$ cat config.mk
export PLATFORM = sky130hd
export DESIGN_NAME = ram_pkt_writer
export DESIGN_NICKNAME = d
export VERILOG_FILES = /design/src/rtl/ram_pkt_writer.sv
export SDC_FILE = /design/constraint.sdc
export NUM_CORES = 1
export LEC_CHECK = 0
export CORE_AREA = 2 2 443 445
export CTS_CLUSTER_SIZE = 24
export DETAILED_ROUTE_END_ITERATION = 6
export DIE_AREA = 0 0 445 447
export DONT_BUFFER_PORTS = 1
export GPL_TIMING_DRIVEN = 0
export PLACE_DENSITY_LB_ADDON = 0.3
export SYNTH_ARGS = -nofsm -noshare
export SYNTH_HDL_FRONTEND = slang
export SYNTH_SLANG_ARGS = --single-unit
export TNS_END_PERCENT = 1
$ cat constraint.sdc
create_clock -name clk -period 5 [get_ports clk]
set_clock_uncertainty 0.2 [all_clocks]
set_input_delay 0.75 -clock clk [delete_from_list [all_inputs] [get_ports clk]]
set_output_delay 0.75 -clock clk [all_outputs]
set_load 0.01 [all_outputs]
$ cat src/rtl/ram_pkt_writer.sv
// Packet-to-RAM writer: allocates a power-of-two slot per size class, writes the packet padded
// to the slot size through one ram write port, then emits a descriptor for the stored packet.
module ram_pkt_writer (
    input  logic         clk,
    input  logic         rst_n,
    input  logic         s_axis_pkt_valid,
    output logic         s_axis_pkt_ready,
    input  logic [527:0] s_axis_pkt_data,
    input  logic         s_axis_pkt_last,
    input  logic [9:0]   s_axis_pkt_len,
    output logic         m_ram_valid,
    output logic [527:0] m_ram_data,
    input  logic         m_ram_ready,
    output logic [15:0]  m_ram_addr,
    output logic         m_ram_rw,
    output logic         m_desc_valid,
    input  logic         m_desc_ready,
    output logic [15:0]  m_desc_addr,
    output logic [9:0]   m_desc_len,
    input  logic         s_free_valid,
    input  logic [1:0]   s_free_class,
    output logic [15:0]  drop_cnt,
    output logic         free_ovf
);
    typedef enum logic [2:0] {StIdle, StWaitSlot, StWrite, StPad, StDrop, StDesc} state_e;

    localparam logic [3:0][14:0] CountMax = {15'd2048, 15'd4096, 15'd8192, 15'd16384};

    state_e           state_q;
    logic [1:0]       cls_q;
    logic [9:0]       len_q;
    logic [3:0]       data_beats_q;
    logic [3:0]       beat_q;
    logic [3:0][13:0] offset_q;
    logic [3:0][14:0] count_q;

    logic       len_ok;
    logic [1:0] len_cls;
    logic       out_free;
    logic       in_fire;
    logic       alloc;
    logic [1:0] alloc_cls;
    logic [3:0] total;
    logic [3:0] inc;
    logic [3:0] dec;

    always_comb begin
        len_ok  = 1'b1;
        len_cls = 2'd0;
        if (s_axis_pkt_len == 10'd0 || s_axis_pkt_len > 10'd512) len_ok = 1'b0;
        else if (s_axis_pkt_len > 10'd256) len_cls = 2'd3;
        else if (s_axis_pkt_len > 10'd128) len_cls = 2'd2;
        else if (s_axis_pkt_len > 10'd64)  len_cls = 2'd1;
    end

    assign out_free = !m_ram_valid || m_ram_ready;
    assign in_fire  = s_axis_pkt_valid && s_axis_pkt_ready;
    assign total    = 4'd1 << cls_q;

    always_comb begin
        alloc            = 1'b0;
        alloc_cls        = len_cls;
        s_axis_pkt_ready = 1'b0;
        case (state_q)
            StIdle:     alloc = s_axis_pkt_valid && len_ok && (count_q[len_cls] != 15'd0);
            StWaitSlot: begin
                alloc_cls = cls_q;
                alloc     = count_q[cls_q] != 15'd0;
            end
            // Beats past the data-beat count are swallowed regardless of the ram port.
            StWrite:    s_axis_pkt_ready = (beat_q < data_beats_q) ? out_free : 1'b1;
            StDrop:     s_axis_pkt_ready = 1'b1;
            default:    s_axis_pkt_ready = 1'b0;
        endcase
    end

    always_ff @(posedge clk or negedge rst_n) begin
        if (!rst_n) begin
            state_q      <= StIdle;
            cls_q        <= 2'd0;
            len_q        <= 10'd0;
            data_beats_q <= 4'd0;
            beat_q       <= 4'd0;
            offset_q     <= '0;
            m_ram_valid  <= 1'b0;
            m_ram_data   <= '0;
            m_ram_addr   <= 16'd0;
            m_ram_rw     <= 1'b0;
            m_desc_valid <= 1'b0;
            m_desc_addr  <= 16'd0;
            m_desc_len   <= 10'd0;
            drop_cnt     <= 16'd0;
        end else begin
            m_ram_rw <= 1'b1;
            if (m_ram_ready) m_ram_valid <= 1'b0;
            if (alloc) begin
                offset_q[alloc_cls] <= offset_q[alloc_cls] + (14'd1 << alloc_cls);
                m_ram_addr          <= {alloc_cls, offset_q[alloc_cls]};
                beat_q              <= 4'd0;
                state_q             <= StWrite;
            end
            case (state_q)
                StIdle: begin
                    if (s_axis_pkt_valid) begin
                        cls_q        <= len_cls;
                        len_q        <= s_axis_pkt_len;
                        data_beats_q <= 4'(({1'b0, s_axis_pkt_len} + 11'd63) >> 6);
                        if (!len_ok)     state_q <= StDrop;
                        else if (!alloc) state_q <= StWaitSlot;
                    end
                end
                StWaitSlot: begin
                end
                StWrite: begin
                    if (in_fire) begin
                        if (beat_q < data_beats_q) begin
                            m_ram_valid <= 1'b1;
                            m_ram_data  <= s_axis_pkt_data;
                            beat_q      <= beat_q + 4'd1;
                        end
                        if (s_axis_pkt_last) state_q <= StPad;
                    end
                end
                // Zero-fill to the slot size, then wait for the last beat to drain.
                StPad: begin
                    if (out_free) begin
                        if (beat_q < total) begin
                            m_ram_valid <= 1'b1;
                            m_ram_data  <= '0;
                            beat_q      <= beat_q + 4'd1;
                        end else begin
                            m_desc_valid <= 1'b1;
                            m_desc_addr  <= m_ram_addr;
                            m_desc_len   <= len_q;
                            state_q      <= StDesc;
                        end
                    end
                end
                StDesc: begin
                    if (m_desc_ready) begin
                        m_desc_valid <= 1'b0;
                        state_q      <= StIdle;
                    end
                end
                StDrop: begin
                    if (in_fire && s_axis_pkt_last) begin
                        if (drop_cnt != 16'hFFFF) drop_cnt <= drop_cnt + 16'd1;
                        state_q <= StIdle;
                    end
                end
                default: state_q <= StIdle;
            endcase
        end
    end

    always_comb begin
        for (int i = 0; i < 4; i++) begin
            inc[i] = s_free_valid && (s_free_class == 2'(i));
            dec[i] = alloc && (alloc_cls == 2'(i));
        end
    end

    always_ff @(posedge clk or negedge rst_n) begin
        if (!rst_n) begin
            for (int i = 0; i < 4; i++) count_q[i] <= CountMax[i];
            free_ovf <= 1'b0;
        end else begin
            for (int i = 0; i < 4; i++) begin
                if (dec[i] && !inc[i]) begin
                    count_q[i] <= count_q[i] - 15'd1;
                end else if (inc[i] && !dec[i]) begin
                    if (count_q[i] == CountMax[i]) free_ovf <= 1'b1;
                    else count_q[i] <= count_q[i] + 15'd1;
                end
            end
        end
    end
endmodule

==> results of run 1 <==
-- state kept, by name, summed over array words and instances, names as in the netlist, 10 cells and up --
signal,count
count_q,60
offset_q,56
m_desc_addr,16
m_ram_addr,16
m_desc_len,10
drop_cnt,16
m_ram_data,528
len_q,10
-- cell type report --
cell class	count	area [sq um]
Clock buffer	124	2570
Buffer	155	613
Multi-Input combinational cell	1387	10800
Sequential cell	729	18200
Inverter	41	154
Antenna cell	83	208
Fill cell	20800	152000
Tap cell	2542	3180
Timing Repair Buffer	549	5560
Clock inverter	39	492
-- power by group --
| part | internal, mW | total (mW) | leakage, nW | switching, mW |
|---|---|---|---|---|
| Clock | 3.98 | 6.89 | 1.49 | 2.91 |
| Combinational | 3.65 | 8.15 | 7.30 | 4.50 |
| Sequential | 8.27 | 12.4 | 9.38 | 4.15 |
| Total | 15.9 | 27.5 | 18.2 | 11.6 |
-- layer usage --
layer | vias to the layer above | wire, um | GRT usage
met5 | - | 575 | 0
met4 | 92 | 8730 | 0.0828
met3 | 401 | 18200 | 0.0705
met2 | 1285 | 78200 | 0.257
met1 | 12200 | 68100 | 0.197
li1 | 10000 | - | -
-- synthesized netlist by cell type (28+ instances only) --
library cell               instances
sky130_fd_sc_hd__dfrtp_1         725
sky130_fd_sc_hd__mux2i_1          28
sky130_fd_sc_hd__clkbuf_1        147
sky130_fd_sc_hd__ha_1             72
sky130_fd_sc_hd__nand2_1         185
sky130_fd_sc_hd__mux2_2           63
sky130_fd_sc_hd__inv_1            40
sky130_fd_sc_hd__nor2_1           37
sky130_fd_sc_hd__a22o_1          528
sky130_fd_sc_hd__a21oi_1          50
sky130_fd_sc_hd__o21ai_0          88
sky130_fd_sc_hd__xnor2_1          44
sky130_fd_sc_hd__xor2_1           34
sky130_fd_sc_hd__a21o_1           34
-- cells in the final DEF, fill, tap and decap left out, types with 10 or more instances in the layout --
cell and instances:
sky130_fd_sc_hd__ha_1 68, sky130_fd_sc_hd__o21ai_1 24, sky130_fd_sc_hd__nand2_1 182, sky130_fd_sc_hd__o21ai_0 77
sky130_fd_sc_hd__nand2b_1 17, sky130_fd_sc_hd__nor2_1 37, sky130_fd_sc_hd__mux2_2 63, sky130_fd_sc_hd__a22o_1 528
sky130_fd_sc_hd__a21o_1 34, sky130_fd_sc_hd__nand4_1 10, sky130_fd_sc_hd__xnor2_1 44, sky130_fd_sc_hd__nor3_1 12
sky130_fd_sc_hd__clkinv_2 16, sky130_fd_sc_hd__clkbuf_8 17, sky130_fd_sc_hd__clkbuf_16 91, sky130_fd_sc_hd__dlygate4sd3_1 537
sky130_fd_sc_hd__inv_1 38, sky130_fd_sc_hd__xor2_1 34, sky130_fd_sc_hd__a21oi_1 45, sky130_fd_sc_hd__nand3_1 26
sky130_fd_sc_hd__diode_2 83, sky130_fd_sc_hd__mux2i_1 28, sky130_fd_sc_hd__a31oi_1 12, sky130_fd_sc_hd__clkbuf_1 158
sky130_fd_sc_hd__dfrtp_1 724
-- worst max-delay path: stages (launching register included) --
cell,delay (ns)
sky130_fd_sc_hd__dfrtp_2,0.43
sky130_fd_sc_hd__nor4_4,0.29
sky130_fd_sc_hd__nand4_1,0.16
sky130_fd_sc_hd__or2_2,0.35
sky130_fd_sc_hd__mux4_2,0.45
sky130_fd_sc_hd__a32o_2,0.30
sky130_fd_sc_hd__and2_1,0.19
sky130_fd_sc_hd__buf_4,0.19
sky130_fd_sc_hd__ha_4,0.22
sky130_fd_sc_hd__ha_1,0.35
sky130_fd_sc_hd__a21o_1,0.22
sky130_fd_sc_hd__a21o_1,0.18
sky130_fd_sc_hd__a21o_1,0.19
sky130_fd_sc_hd__a21o_1,0.21
sky130_fd_sc_hd__o21ai_2,0.16
sky130_fd_sc_hd__mux2_2,0.34
sky130_fd_sc_hd__nor2_1,0.14
sky130_fd_sc_hd__xnor2_1,0.13
-- how the worst min path moves through the flow --
stage                     startpoint         endpoint  cells past startpoint  slack (ns)
after detailed placement    len_q[4]         len_q[4]                      2        0.26
after floorplan             len_q[0]         len_q[0]                      2        0.24
final                          rst_n   m_desc_addr[0]                      1       -0.02
after global placement         rst_n   m_desc_addr[2]                      0        0.27
after CTS                      rst_n  data_beats_q[0]                      0       -0.58
after global routing           rst_n         len_q[8]                      1        0.02
-- cell families (layout without fill, tap and decap cells) --
| logic type | after synthesis | after routing |
|---|---|---|
| AO/OA/AOI/OAI | 770 | 770 |
| flip-flops | 729 | 729 |
| AND/OR/NAND/NOR | 362 | 362 |
| buffers and inverters | 197 | 908 |
| multiplexers | 99 | 99 |
| XOR/XNOR | 78 | 78 |
| adder cells (fa/ha/maj) | 77 | 77 |
| other | 1 | 84 |
-- through the flow --
stage | setup WS, ns | TNS, ns | hold WS [ns] | area, sq um | std cells
after floorplan | -0.0233 | -0.0465 | 0.242 | 29600 | 2313
after CTS | 0.0171 | 0 | -0.583 | 41400 | 5559
final | 0.199 | 0 | -0.0208 | 41800 | 5649
after global routing | -0.0400 | -0.0555 | 0.0156 | 41700 | 5611
after global placement | -1.32 | -54.54 | 0.266 | 32800 | 4855
after detailed placement | -1.33 | -49.62 | 0.263 | 32800 | 4856
-- repair_timing --
action / CTS / global route
pin swaps: 2 / 5
resized for setup: 30 / 32
hold buffers: 537 / 0
setup buffers: 3 / 4
hold endpoints to repair: 1266 / 0
endpoints found under the setup margin: 48 / 28
==> metrics, run 1 <==
fraction of layout cells with a size suffix above 1 0.0995; std cell rows 162; total power density per cell area 656 nW/um^2; area share of the largest cell type after synthesis 0.613; CTS buffer count 89; initial detailed-routing violation count 1,917; I/O pin count 1,138; Power Total 27.5 mW; Unique masters post-synth 61; final weighted congestion of routability-driven global placement 0.983; critical path endpoint category flop; sinks on the clock net 729; number of vias per cell 4.24; failing checks negative hold slack; routed via count 24,000; clock insertion delay at the later pin of the skew report 0.73 ns; cell chosen for the clock root sky130_fd_sc_hd__clkbuf_16; final hold slack -0.0208 ns; WL final 174 mm; top cells by area in the synthesized netlist sky130_fd_sc_hd__dfrtp_1, sky130_fd_sc_hd__a22o_1, sky130_fd_sc_hd__ha_1; Post-Synthesis Cells 2,313; critical path data required time 5.46 ns; max-capacitance violation count 0; Avg WL per Cell 30.8 um; #FFs+latches synth 729; synth-to-layout area growth 41.4%; slew at the pin with the worst max-slew slack 1.36 ns; number of iterations in the first detailed-routing pass 5; Starting Density 0.152; Max clock buf depth 3; critical path startpoint category flop; overall die area 199,000 sq um; timing endpoint of the critical path count_q[14]; destination of the worst register-to-register timing path count_q[14]; share of synthesized area spent on multiplexers 0.0377; clock transition at the registers of the reported paths 0.06 ns; die extent in y 447 um; CTS H-tree depth 3; Worst R2R Setup Slack 0.20 ns; number of antenna violations at the first check in global routing 140; Syn Area/Cell 12.8 sq um; class of the most critical setup path reg2reg; cell taking the most area after synthesis sky130_fd_sc_hd__dfrtp_1; synthesized netlist net count 2,937; xor-xnor portion of the synthesized cell area 0.0231; fraction of the core area covered by cells at the end of the flow 0.215; All-Layer GR Usage 0.166; final number of setup-violating endpoints 0; net total in the final layout 3,576; area share of and/or/nand/nor cells after synthesis 0.0581; main combinational cell family by area after synthesis compound AO/OA/AOI/OAI gates; number of warnings printed during yosys synthesis 0; RSZ-0062 raised after global routing yes; via count of the first global-routing pass 23,800; startpoint of the worst-slack reg-to-reg timing path count_q[24]; Max Clock Freq 208 MHz; Async SR Flop Fraction 1.00; Crit Path Max Fanout 10; maximum ir drop on the vdd rail 0.321 mV; result of the run finished, violations left; most instantiated flip-flop cell in the synthesis netlist sky130_fd_sc_hd__dfrtp_1; Critical Path Start count_q[24]; TritonCTS clock tree built; DRC errors left 0; worst path arrival time 5.26 ns; worst rel slew slack 0.0924; total half-perimeter wirelength after legalization and detailed placement 139 mm; post-detailed-route count of antenna-violating nets 0; synthesized-area fraction occupied by adder cells 0.0338; global route overflow 0; clock period minus worst slack 4.80 ns; final hold viol count 19; Post-synth EDFFs 0; Netlist Area Pre-Place 29,600 sq um; post-synthesis compound-gate area fraction 0.205; fin crit share 0.960; area of the placeable core 194,000 sq um; largest net degree at the start of global routing 730; count of input and output buffers 0; fraction of the yosys area taken by sequential cells 0.617; worst r2r path cells 17; leakage 18.2 nW; total count of max-transition violations in the final report 0; die extent in x 445 um; class of the most critical hold timing path in2async; wire length of the first global-routing pass 225 mm
No activity file was read; power rests on OpenSTA's default activity.
==> inputs of run 2 (changes only) <==
--- a/config.mk
+++ b/config.mk
@@ -5,10 +5,10 @@
 export SDC_FILE = /design/constraint.sdc
 export NUM_CORES = 1
 export LEC_CHECK = 0
-export CORE_AREA = 2 2 443 445
+export CORE_AREA = 2 2 442 444
 export CTS_CLUSTER_SIZE = 24
 export DETAILED_ROUTE_END_ITERATION = 6
-export DIE_AREA = 0 0 445 447
+export DIE_AREA = 0 0 444 446
 export DONT_BUFFER_PORTS = 1
 export GPL_TIMING_DRIVEN = 0
 export PLACE_DENSITY_LB_ADDON = 0.3
==> constraint.sdc (replaced) <==
create_clock -name clk -period 6.03 [get_ports clk]
set_clock_uncertainty 0.2 [all_clocks]
set_input_delay 0.9045 -clock clk [delete_from_list [all_inputs] [get_ports clk]]
set_output_delay 0.9045 -clock clk [all_outputs]
set_load 0.01 [all_outputs]
==> metrics, run 2 (synthesis gave the netlist of run 1 again) <==
result of the run complete, no violations; sequential standard cell area 18,200 sq um; leakage 16.3 nW; synth-to-layout area growth 25.8%; clock transition at the registers of the reported paths 0.06 ns; die extent in x 444 um; commonest cells after routing, fill and taps aside sky130_fd_sc_hd__dfrtp_1, sky130_fd_sc_hd__a22o_1, sky130_fd_sc_hd__nand2_1; critical path endpoint category flop; post-detailed-route count of antenna-violating nets 0; count of input and output buffers 0; fraction of layout cells with a size suffix above 1 0.101; routed via count 21,800; highest metal used met5; clock insertion delay at the later pin of the skew report 0.73 ns; number of antenna violations at the first check in global routing 108; std cell rows 162; CTS buffer count 91; sinks on the clock net 729; TritonCTS clock tree built; total area of multi-input combinational cells 10,600 sq um; final weighted congestion of routability-driven global placement 1.06; net total in the final layout 3,147; number of filler instances in the final layout 21,000; Power Total 22.3 mW; final hold slack 0.0203 ns; Max Clock Freq 179 MHz; Crit Path Max Fanout 16; max-capacitance violation count 0; worst rel slew slack 0.164; placed standard-cell area 32,800 sq um; largest net degree at the start of global routing 730; final hold viol count 0; wire length of the first global-routing pass 222 mm; initial detailed-routing violation count 1,911; slew at the pin with the worst max-slew slack 1.25 ns; overall die area 198,000 sq um; worst path arrival time 6.05 ns; total count of max-transition violations in the final report 0; global route overflow 0; die extent in y 446 um; Avg WL per Cell 33.3 um; number of iterations in the first detailed-routing pass 5; register name with the most flops m_ram_data; critical path data required time 6.49 ns; met2 wire len 79.7 mm; final number of setup-violating endpoints 0; class of the most critical hold timing path in2async; RSZ-0062 raised after global routing no; DRC errors left 0; total power density per cell area 600 nW/um^2; maximum ir drop on the vdd rail 0.367 mV; I/O pin count 1,138; CTS H-tree depth 3; largest registers ranked by flip-flop count m_ram_data x528, count_q x60, offset_q x56; cell chosen for the clock root sky130_fd_sc_hd__clkbuf_16; fin crit share 0.926; class of the most critical setup path reg2reg; total half-perimeter wirelength after legalization and detailed placement 141 mm; Starting Density 0.153; critical path startpoint category flop; flip-flop count of the largest register, all copies and words added 528; Post-Route M1 WL 66.8 mm; via count of the first global-routing pass 21,300; WL final 173 mm; number of post-CTS setup repair buffers 0; area of the placeable core 194,000 sq um; Max clock buf depth 3; clock period minus worst slack 5.58 ns; post-route cell area 37,200 sq um; All-Layer GR Usage 0.168; number of vias per cell 4.21; setup tns final 0 ns; amount of wire on met3 after detailed routing 19.2 mm; leading cell type in the layout, fill and taps excluded sky130_fd_sc_hd__dfrtp_1
-- run 2: cell count changes in the layout (fill, tap and decap cells not counted), moves of 6 or more --
cell | previous run | this run
sky130_fd_sc_hd__clkbuf_8 | 17 | 11
sky130_fd_sc_hd__diode_2 | 83 | 52
sky130_fd_sc_hd__nor4_2 | 9 | 2
sky130_fd_sc_hd__o21ai_0 | 77 | 88
sky130_fd_sc_hd__o21ai_2 | 7 | 0
sky130_fd_sc_hd__buf_4 | 8 | 0
sky130_fd_sc_hd__nor4_1 | 3 | 13
sky130_fd_sc_hd__dlygate4sd3_1 | 537 | 112
-- run 2: critical path, stage by stage, from the launching register on --
cell and delay [ns]:
sky130_fd_sc_hd__dfrtp_1 0.40, sky130_fd_sc_hd__nor4_1 0.39, sky130_fd_sc_hd__nand4_1 0.19, sky130_fd_sc_hd__or2_2 0.40, sky130_fd_sc_hd__mux4_2 0.49, sky130_fd_sc_hd__a32o_1 0.36
sky130_fd_sc_hd__and2_1 0.23, sky130_fd_sc_hd__clkbuf_1 0.29, sky130_fd_sc_hd__ha_4 0.34, sky130_fd_sc_hd__ha_1 0.34, sky130_fd_sc_hd__nor2b_1 0.15, sky130_fd_sc_hd__o21a_1 0.18
sky130_fd_sc_hd__o21ai_0 0.34, sky130_fd_sc_hd__a21o_1 0.21, sky130_fd_sc_hd__a21oi_1 0.09, sky130_fd_sc_hd__o21ai_0 0.29, sky130_fd_sc_hd__mux2_2 0.37, sky130_fd_sc_hd__nor2_1 0.13
sky130_fd_sc_hd__xnor2_1 0.13
-- run 2: where the power goes --
| part | switching, mW | internal (mW) |
|---|---|---|
| clock | 2.40 | 3.22 |
| sequential | 3.51 | 6.86 |
| combinational | 3.57 | 2.77 |
-- run 2: final cells by class --
class	count	share of cell area
clock buffer	120	0.0676
tap	2542	0.0855
multi-input combinational	1387	0.285
timing repair buffer	117	0.0338
inverter	41	0.00414
clock inverter	45	0.0135
antenna	52	0.00350
buffer	156	0.0164
sequential	729	0.490
-- run 2: routing by layer --
metal	track usage	vias to the layer above
met5	0	-
met4	0.0683	68
met3	0.0809	304
met2	0.265	1193
met1	0.194	11100
li1	-	9160
-- run 2: path summary, 6_finish.rpt --
check	start	slack [ns]	cells after the start	endpoint
setup / recovery	count_q[50]	0.45	18	count_q[14]
max in group asynchronous	rst_n	3.26	3	m_ram_data[151]
min in group clk	s_axis_pkt_data[396]	0.10	1	m_ram_data[396]
hold reg to reg	len_q[5]	0.28	2	len_q[5]
hold / removal	rst_n	0.02	1	count_q[31]
setup reg to reg	count_q[50]	0.45	18	count_q[14]
-- run 2: timing repair --
| action | in CTS | in global routing |
|---|---|---|
| gates cloned | 0 | 0 |
| pin swaps | 0 | 0 |
| endpoints found under the setup margin | 6 | 10 |
| hold buffers | 111 | 2 |
| gates resized for setup | 2 | 4 |
| endpoints found under the hold margin | 840 | 111 |
-- run 2: through the flow --
stage | setup WS (ns) | instances | utilization
floorplan | 0.365 | 2313 | -
global placement | -0.876 | 4855 | 0.169
detailed placement | -0.859 | 4855 | 0.169
CTS | 0.221 | 5131 | 0.191
global route | 0.0173 | 5160 | 0.192
finish | 0.447 | 5189 | 0.192
